===== src/rtl/reg_perm_engine.sv =====
// Multi-channel register permutation engine: parallel load plus multi-step
// rotate-up / rotate-down / pairwise-swap / reverse commands with valid/ready.
module reg_perm_engine #(
  parameter int WIDTH = 8,
  parameter int NCH   = 4,
  parameter int CNT_W = 4
) (
  input  logic                   clk,
  input  logic                   rst_n,
  input  logic                   load_i,
  input  logic [NCH*WIDTH-1:0]   data_i,
  input  logic                   cmd_valid_i,
  output logic                   cmd_ready_o,
  input  logic [1:0]             cmd_mode_i,
  input  logic [CNT_W-1:0]       cmd_steps_i,
  output logic [NCH*WIDTH-1:0]   data_o,
  output logic                   busy_o,
  output logic                   done_o,
  output logic                   abort_o
);

  typedef enum logic {
    IDLE = 1'b0,
    RUN  = 1'b1
  } state_t;

  typedef enum logic [1:0] {
    M_ROTUP = 2'b00,
    M_ROTDN = 2'b01,
    M_SWAP  = 2'b10,
    M_REV   = 2'b11
  } mode_t;

  state_t                      state;
  mode_t                       mode_r;
  logic [CNT_W-1:0]            cnt;
  logic [NCH-1:0][WIDTH-1:0]   ch;
  logic [NCH-1:0][WIDTH-1:0]   nxt;

  assign cmd_ready_o = (state == IDLE) & ~load_i;
  assign data_o      = ch;

  // Every next value is taken from the pre-edge registers, so SWAP is a true exchange.
  for (genvar g = 0; g < NCH; g++) begin : g_perm
    localparam int UP = (g + NCH - 1) % NCH;
    localparam int DN = (g + 1) % NCH;
    localparam int SW = ((g ^ 1) < NCH) ? (g ^ 1) : g;
    localparam int RV = NCH - 1 - g;
    assign nxt[g] = (mode_r == M_ROTUP) ? ch[UP] :
                    (mode_r == M_ROTDN) ? ch[DN] :
                    (mode_r == M_SWAP)  ? ch[SW] :
                                          ch[RV];
  end

  always_ff @(posedge clk or negedge rst_n) begin
    if (!rst_n) begin
      state   <= IDLE;
      mode_r  <= M_ROTUP;
      cnt     <= '0;
      ch      <= '0;
      busy_o  <= 1'b0;
      done_o  <= 1'b0;
      abort_o <= 1'b0;
    end else begin
      done_o  <= 1'b0;
      abort_o <= 1'b0;
      unique case (state)
        IDLE: begin
          if (load_i) begin
            ch <= data_i;
          end else if (cmd_valid_i) begin
            mode_r <= mode_t'(cmd_mode_i);
            if (cmd_steps_i == '0) begin
              done_o <= 1'b1;
            end else begin
              cnt    <= cmd_steps_i;
              busy_o <= 1'b1;
              state  <= RUN;
            end
          end
        end
        RUN: begin
          if (load_i) begin
            ch      <= data_i;
            busy_o  <= 1'b0;
            abort_o <= 1'b1;
            state   <= IDLE;
          end else begin
            ch  <= nxt;
            cnt <= cnt - 1'b1;
            if (cnt == CNT_W'(1)) begin
              busy_o <= 1'b0;
              done_o <= 1'b1;
              state  <= IDLE;
            end
          end
        end
        default: state <= IDLE;
      endcase
    end
  end

endmodule


===== config.mk =====
export PLATFORM = sky130hd
export DESIGN_NAME = reg_perm_engine
export DESIGN_NICKNAME = d
export VERILOG_FILES = /design/src/rtl/reg_perm_engine.sv
export SDC_FILE = /design/constraint.sdc
export NUM_CORES = 1
export LEC_CHECK = 0
export CORE_ASPECT_RATIO = 1.4
export CORE_MARGIN = 8
export CORE_UTILIZATION = 45
export CTS_CLUSTER_DIAMETER = 200
export DETAILED_ROUTE_END_ITERATION = 10
export HOLD_SLACK_MARGIN = 0.05
export PLACE_DENSITY = 0.79
export SLEW_MARGIN = 20
export SYNTH_ARGS = -nofsm -noshare
export SYNTH_HDL_FRONTEND = slang
export SYNTH_SLANG_ARGS = --single-unit

===== constraint.sdc =====
create_clock -name clk -period 1.5 [get_ports clk]
set_input_delay 0.375 -clock clk [delete_from_list [all_inputs] [get_ports clk]]
set_output_delay 0.375 -clock clk [all_outputs]
set_load 0.005 [all_outputs]

==> results.json, run 1 <==
{
  "outcome": "finished clean",
  "avgSynthCellArea_sq_um": 10.54,
  "powerDensity_nw_per_um2": 1116,
  "start_kind": "flip-flop",
  "num_io_pins": 78,
  "synth-simple-area-share_pct": 7.730,
  "period_share_pct": 95.69,
  "yosysUniqueCellTypes": 35,
  "routed_wl_mm": 7.433,
  "synth-adder-area-share_pct": 1.089,
  "synth_area_leaders": "dfrtp_1, mux2i_1, a211oi_1, a22oi_1, a21o_1",
  "worstSkewPairLatency_ns": 0.31,
  "drive_above_1_share_pct": 23.19,
  "fin_nets": 388,
  "synth_compound_area_share_pct": 23.68,
  "fin_ws_ns": 0.06467,
  "dieArea_sq_um": 7683,
  "cts.clk_slew.worst_paths_ns": 0.08,
  "dr.pass1.iters": 4,
  "clk_path_buf_depth": 2,
  "vias": 2284,
  "cts_tree": "done",
  "cp.arrival_ns": 1.61,
  "p_comb_share_pct": 40.9,
  "pwr-share-clk_pct": 22.7,
  "hpwlAfterDp_mm": 4.893,
  "fill_cells": 400,
  "antenna_found_initial": 0,
  "syn_to_final_growth_pct": 57.21,
  "relSlewSlack_pct": 70.45,
  "gr-total-overflow": 0,
  "clock_skew_ns": 0.01188,
  "pre_cts_slack_ns": -0.4192,
  "maxCapViolations": 0,
  "numCtsBuffers": 5,
  "synth_mux_area_share_pct": 15.41,
  "seq_area_frac_synth_pct": 45.73,
  "power_mw": 4.033,
  "p_sw_share_pct": 32.52,
  "drt_iter0_drc": 89,
  "power_switching_mw": 1.312,
  "critPathRequiredTime_ns": 1.67,
  "synth_xor_area_share_pct": 2.395,
  "worstSetupPathType": "flip-flop to flip-flop",
  "finalMaxSlewViolations": 0,
  "rows": 31,
  "fmax_ghz": 0.6967,
  "cts_max_level": 2,
  "hold_violations": 0,
  "syn_nets": 262,
  "critPathMaxFanout": 8,
  "diodes": 0,
  "port_buffers": 77,
  "cts_root_buf": "clkbuf_8",
  "worstHoldPathType": "input port to flip-flop",
  "synth_seq_cells": 42,
  "rrSetupSlack_ns": 0.06,
  "postRouteAntennaNets": 0,
  "grt_max_degree": 43,
  "synthCells": 218,
  "netlist_area_sq_um": 2298,
  "grt_pass1_vias": 2426,
  "p_leak_nw": 1.795,
  "post_drt_wl_per_cell_um": 18.09,
  "die_w_um": 76.40,
  "period_needed_ns": 1.435,
  "synth-warning-count": 0,
  "groute.usage.overall_pct": 19.38,
  "start_util_pct": 45.58,
  "die_h_um": 100.6,
  "worst_pin_slew_ns": 0.4432,
  "synth_top_family_by_area": "compound AO/OA/AOI/OAI gates",
  "end_kind": "flip-flop",
  "synth_top_area_share_pct": 45.73,
  "core_area_sq_um": 5042,
  "routed_via_density": 5.557,
  "ir_drop_mv": 0.6508,
  "grt_pass1_wl_mm": 12.07,
  "synth_top_area_cell": "dfrtp_1",
  "power.internal_mw": 2.722,
  "gp_congestion": 0.8458,
  "setup_violations": 0,
  "p_seq_share_pct": 36.5,
  "drc_errors": 0,
  "cts_sinks": 42
}
-- worst paths after layout --
| kind | startpoint | to | depth (start not counted) |
|---|---|---|---|
| max in group asynchronous | rst_n | mode_r[0] | 3 |
| worst min-delay path | cmd_steps_i[2] | state | 4 |
| min in group asynchronous | rst_n | data_o[6] | 3 |
| worst min register to register | data_o[4] | data_o[4] | 3 |
| worst max-delay path | mode_r[1] | data_o[23] | 3 |
| worst max register to register | mode_r[1] | data_o[23] | 3 |
-- layout by cell type, fill, tap and decap left out, types with 2 or more instances in the layout --
master           instances
clkbuf_8                 5
mux2i_1                 32
buf_2                    2
or3_1                    2
o22ai_1                  3
nand2b_1                 2
o21ai_1                  7
clkbuf_1                 2
nor2_1                  19
o21ai_0                  8
a21o_1                  16
mux2_2                   3
ha_1                     2
nand2_1                  4
inv_1                    5
dfrtp_1                 41
a21oi_1                  3
a32oi_1                  2
buf_4                   55
clkdlybuf4s50_1         35
a22oi_1                 17
a211oi_1                17
dlygate4sd2_1           38
and2_1                   2
-- layout make-up --
type                    count  area, sq um  area share, %
flip-flops and latches     42         1052          29.12
multi-input cells         154         1174          32.48
clock buffers               7        76.32          2.112
repair buffers            136         1180          32.65
clock inverters             1        30.03         0.8310
inverters                   5        18.77         0.5194
well taps                  66        82.58          2.285
-- routing by layer --
layer | global-route usage (%) | wire (um) | up-vias
met3 | 4.107 | 401 | 11
met2 | 36.11 | 4058 | 79
met4 | 7.578 | 153 | 0
li1 | - | - | 1062
met5 | 0 | 0 | -
met1 | 20.74 | 2820 | 1132
-- power by group through the flow --
stage	clock network [mW]	registers, mW	logic (mW)
2_1_floorplan	0	1.50	0.783
3_3_place_gp	0	1.55	1.39
3_5_place_dp	0	1.55	1.41
4_1_cts	0.915	1.46	1.62
5_1_grt	0.961	1.49	1.79
6_report	0.915	1.47	1.65
-- registers in the layout, indices dropped and copies added, names as in the netlist --
name / cells
abort_o: 1
mode_r: 2
done_o: 1
state: 1
data_o: 32
cnt: 4
busy_o: 1
-- what timing repair did --
item	in CTS	in global routing
hold buffers	1	0
setup endpoints to repair	38	12
hold endpoints to repair	42	0
gates resized for setup	41	10
pin swaps	3	3
buffers inserted	36	0
-- critical path: stages (launching register included) --
cell and delay [ns]:
dfrtp_1 0.50, xnor2_4 0.45, mux2i_1 0.24, o21ai_0 0.11
-- stage by stage --
stage               util [%]  hold slack, ns  area [sq um]  instances  setup TNS (ns)
floorplan                  -         0.07941          2298        218               0
global placement       64.39          0.3666          3247        366          -1.434
detailed placement     64.39          0.3639          3247        366          -1.832
CTS                    71.27          0.5747          3593        411               0
global route           71.66          0.5632          3613        411        -0.01368
finish                 71.66          0.5244          3613        411               0
-- synth_stat cells --
library cell / n
o22ai_1: 3
dfrtp_1: 42
or4_1: 1
ha_1: 2
xor2_4: 1
nand2_1: 4
nor2b_1: 1
and3b_1: 1
a21oi_1: 3
nand3_1: 1
a211oi_1: 18
o21ai_2: 1
nor3_1: 1
nor2_2: 1
mux2_2: 3
and2_1: 2
inv_1: 5
a32oi_1: 2
a22oi_1: 18
xnor2_4: 1
buf_4: 2
clkbuf_1: 10
o311ai_0: 1
nor4_1: 1
nor2_1: 19
or3_1: 2
a32o_1: 1
buf_1: 4
buf_2: 1
nand2b_1: 2
a21o_1: 16
mux2i_1: 32
o21ai_0: 8
o21ai_1: 7
or3b_2: 1
-- kinds of logic after synthesis --
family | count (synthesis)
AO/OA/AOI/OAI | 78
XOR/XNOR | 2
adder cells (fa/ha/maj) | 2
buffers and inverters | 22
flip-flops | 42
multiplexers | 35
AND/OR/NAND/NOR | 37
(Power assumes the default switching activity.)
==> inputs of run 2 (changes only) <==
SETUP_SLACK_MARGIN = 0.3   (was not set)
==> run 2 against run 1 <==
  * Total power grew 5.4%
  * Maximum frequency up 1.6%
  * Die area stayed put
  * Core utilization up 3.6 points
  * Combinational power up 27%
  * Critical path depth up 3
  * Sequential share of layout area shrank 1.3 points
  * Via count is 5.4% higher
  * Critical path type unchanged
==> results.json, run 2 (synthesized netlist as in run 1, its figures left out) <==
{
  "core_area_sq_um": 5042,
  "port_buffers": 77,
  "rsz0062_at_grt": "yes",
  "p_leak_nw": 1.810,
  "worstSkewPairLatency_ns": 0.29,
  "hpwlAfterDp_mm": 4.869,
  "num_io_pins": 78,
  "power_mw": 4.250,
  "cp.arrival_ns": 1.63,
  "critPathMaxFanout": 3,
  "finalMaxSlewViolations": 0,
  "post_drt_wl_per_cell_um": 19.54,
  "worstHoldPathType": "input port to async pin",
  "syn_to_final_growth_pct": 65.21,
  "die_w_um": 76.40,
  "die_h_um": 100.6,
  "cts_max_level": 2,
  "period_needed_ns": 1.413,
  "rows": 31,
  "powerDensity_nw_per_um2": 1119,
  "fin_ws_ns": 0.08733,
  "fin_nets": 399,
  "drc_errors": 0,
  "pre_cts_slack_ns": -0.3899,
  "hold-worst-slack_ns": 0.04164,
  "worstSetupPathType": "flip-flop to flip-flop",
  "antenna_found_initial": 0,
  "final_common_cell": "buf_4",
  "end_kind": "flip-flop",
  "ir_drop_mv": 0.5757,
  "crit_start": "cnt[1]",
  "grt_pass1_wl_mm": 12.53,
  "dr.pass1.iters": 4,
  "cts.clk_slew.worst_paths_ns": 0.08,
  "start_kind": "flip-flop",
  "routed_wl_mm": 8.225,
  "diodes": 0,
  "hold_violations": 0,
  "largest_register_ffs": 32,
  "grt_pass1_vias": 2486,
  "reg2reg_from": "cnt[1]",
  "drive_above_1_share_pct": 43.66,
  "drt_iter0_drc": 211,
  "cts_tree": "done",
  "relSlewSlack_pct": 76.64,
  "layout_common_cells": "buf_4, dfrtp_1, buf_2, clkdlybuf4s50_1, mux2i_1",
  "fmax_ghz": 0.7079,
  "clock_skew_ns": 0.007047,
  "worst_pin_slew_ns": 0.3461,
  "fin_setup_tns_ns": 0,
  "gr-total-overflow": 0,
  "maxCapViolations": 0,
  "grt_max_degree": 43,
  "numCtsBuffers": 5,
  "dieArea_sq_um": 7683,
  "gp_congestion": 0.8166,
  "critPathRequiredTime_ns": 1.71,
  "outcome": "finished clean",
  "groute.usage.overall_pct": 20.33,
  "cts_root_buf": "clkbuf_8",
  "vias": 2407,
  "start_util_pct": 45.58,
  "clk_path_buf_depth": 2,
  "postRouteAntennaNets": 0,
  "routed_via_density": 5.717,
  "cts_sinks": 42,
  "setup_violations": 0,
  "fill_cells": 354,
  "period_share_pct": 94.18
}
==> run 2: what timing repair did <==
item | 4_1_cts | 5_1_grt
pin swaps | 6 | 17
setup endpoints to repair | 72 | 69
gates resized for setup | 172 | 38
hold buffers | 0 | 0
buffers inserted | 37 | 11
==> run 2: worst max-delay path, stage by stage (launching register included) <==
cell     delay [ns]
dfrtp_1        0.42
inv_2          0.07
buf_4          0.14
buf_6          0.11
ha_4           0.20
mux2_4         0.26
o22ai_2        0.14
==> run 2: layer usage <==
metal / GRT usage, % / up-vias / part of all wire [%]
li1: - / 1085 / -
met1: 22.50 / 1207 / 39
met2: 36.04 / 91 / 53
met3: 3.929 / 24 / 4.5
met4: 10.70 / 0 / 3.1
met5: 0 / - / 0
==> run 2: path summary, 6_finish.rpt <==
kind / endpoint / slack [ns] / cells past startpoint
worst max-delay path: cnt[1] / 0.09 / 6
worst min-delay path: data_o[9] / 0.04 / 2
worst max register to register: cnt[1] / 0.09 / 6
worst min register to register: data_o[5] / 0.63 / 3
max in group asynchronous: cnt[0] / 1.23 / 2
min in group clk: state / 0.58 / 3
==> run 2: through the flow <==
stage               instances  utilization (%)  area, sq um
floorplan                 218                -         2360
global placement          366            65.04         3279
detailed placement        366            65.04         3279
CTS                       410            70.50         3555
global route              421            75.31         3797
finish                    421            75.31         3797
==> run 2: layout make-up <==
| class | instances | area [sq um] | share of cell area, % |
|---|---|---|---|
| clock buffers | 7 | 76.32 | 2.010 |
| inverters | 5 | 18.77 | 0.4942 |
| repair buffers | 147 | 1231 | 32.42 |
| flip-flops and latches | 42 | 1055 | 27.78 |
| well taps | 66 | 82.58 | 2.175 |
| multi-input cells | 154 | 1334 | 35.12 |
==> run 2: power breakdown <==
part           internal, mW  switching (mW)  leakage [nW]
Sequential             1.31           0.164         0.507
Combinational          1.17           0.921          1.26
Clock                 0.321           0.360        0.0383
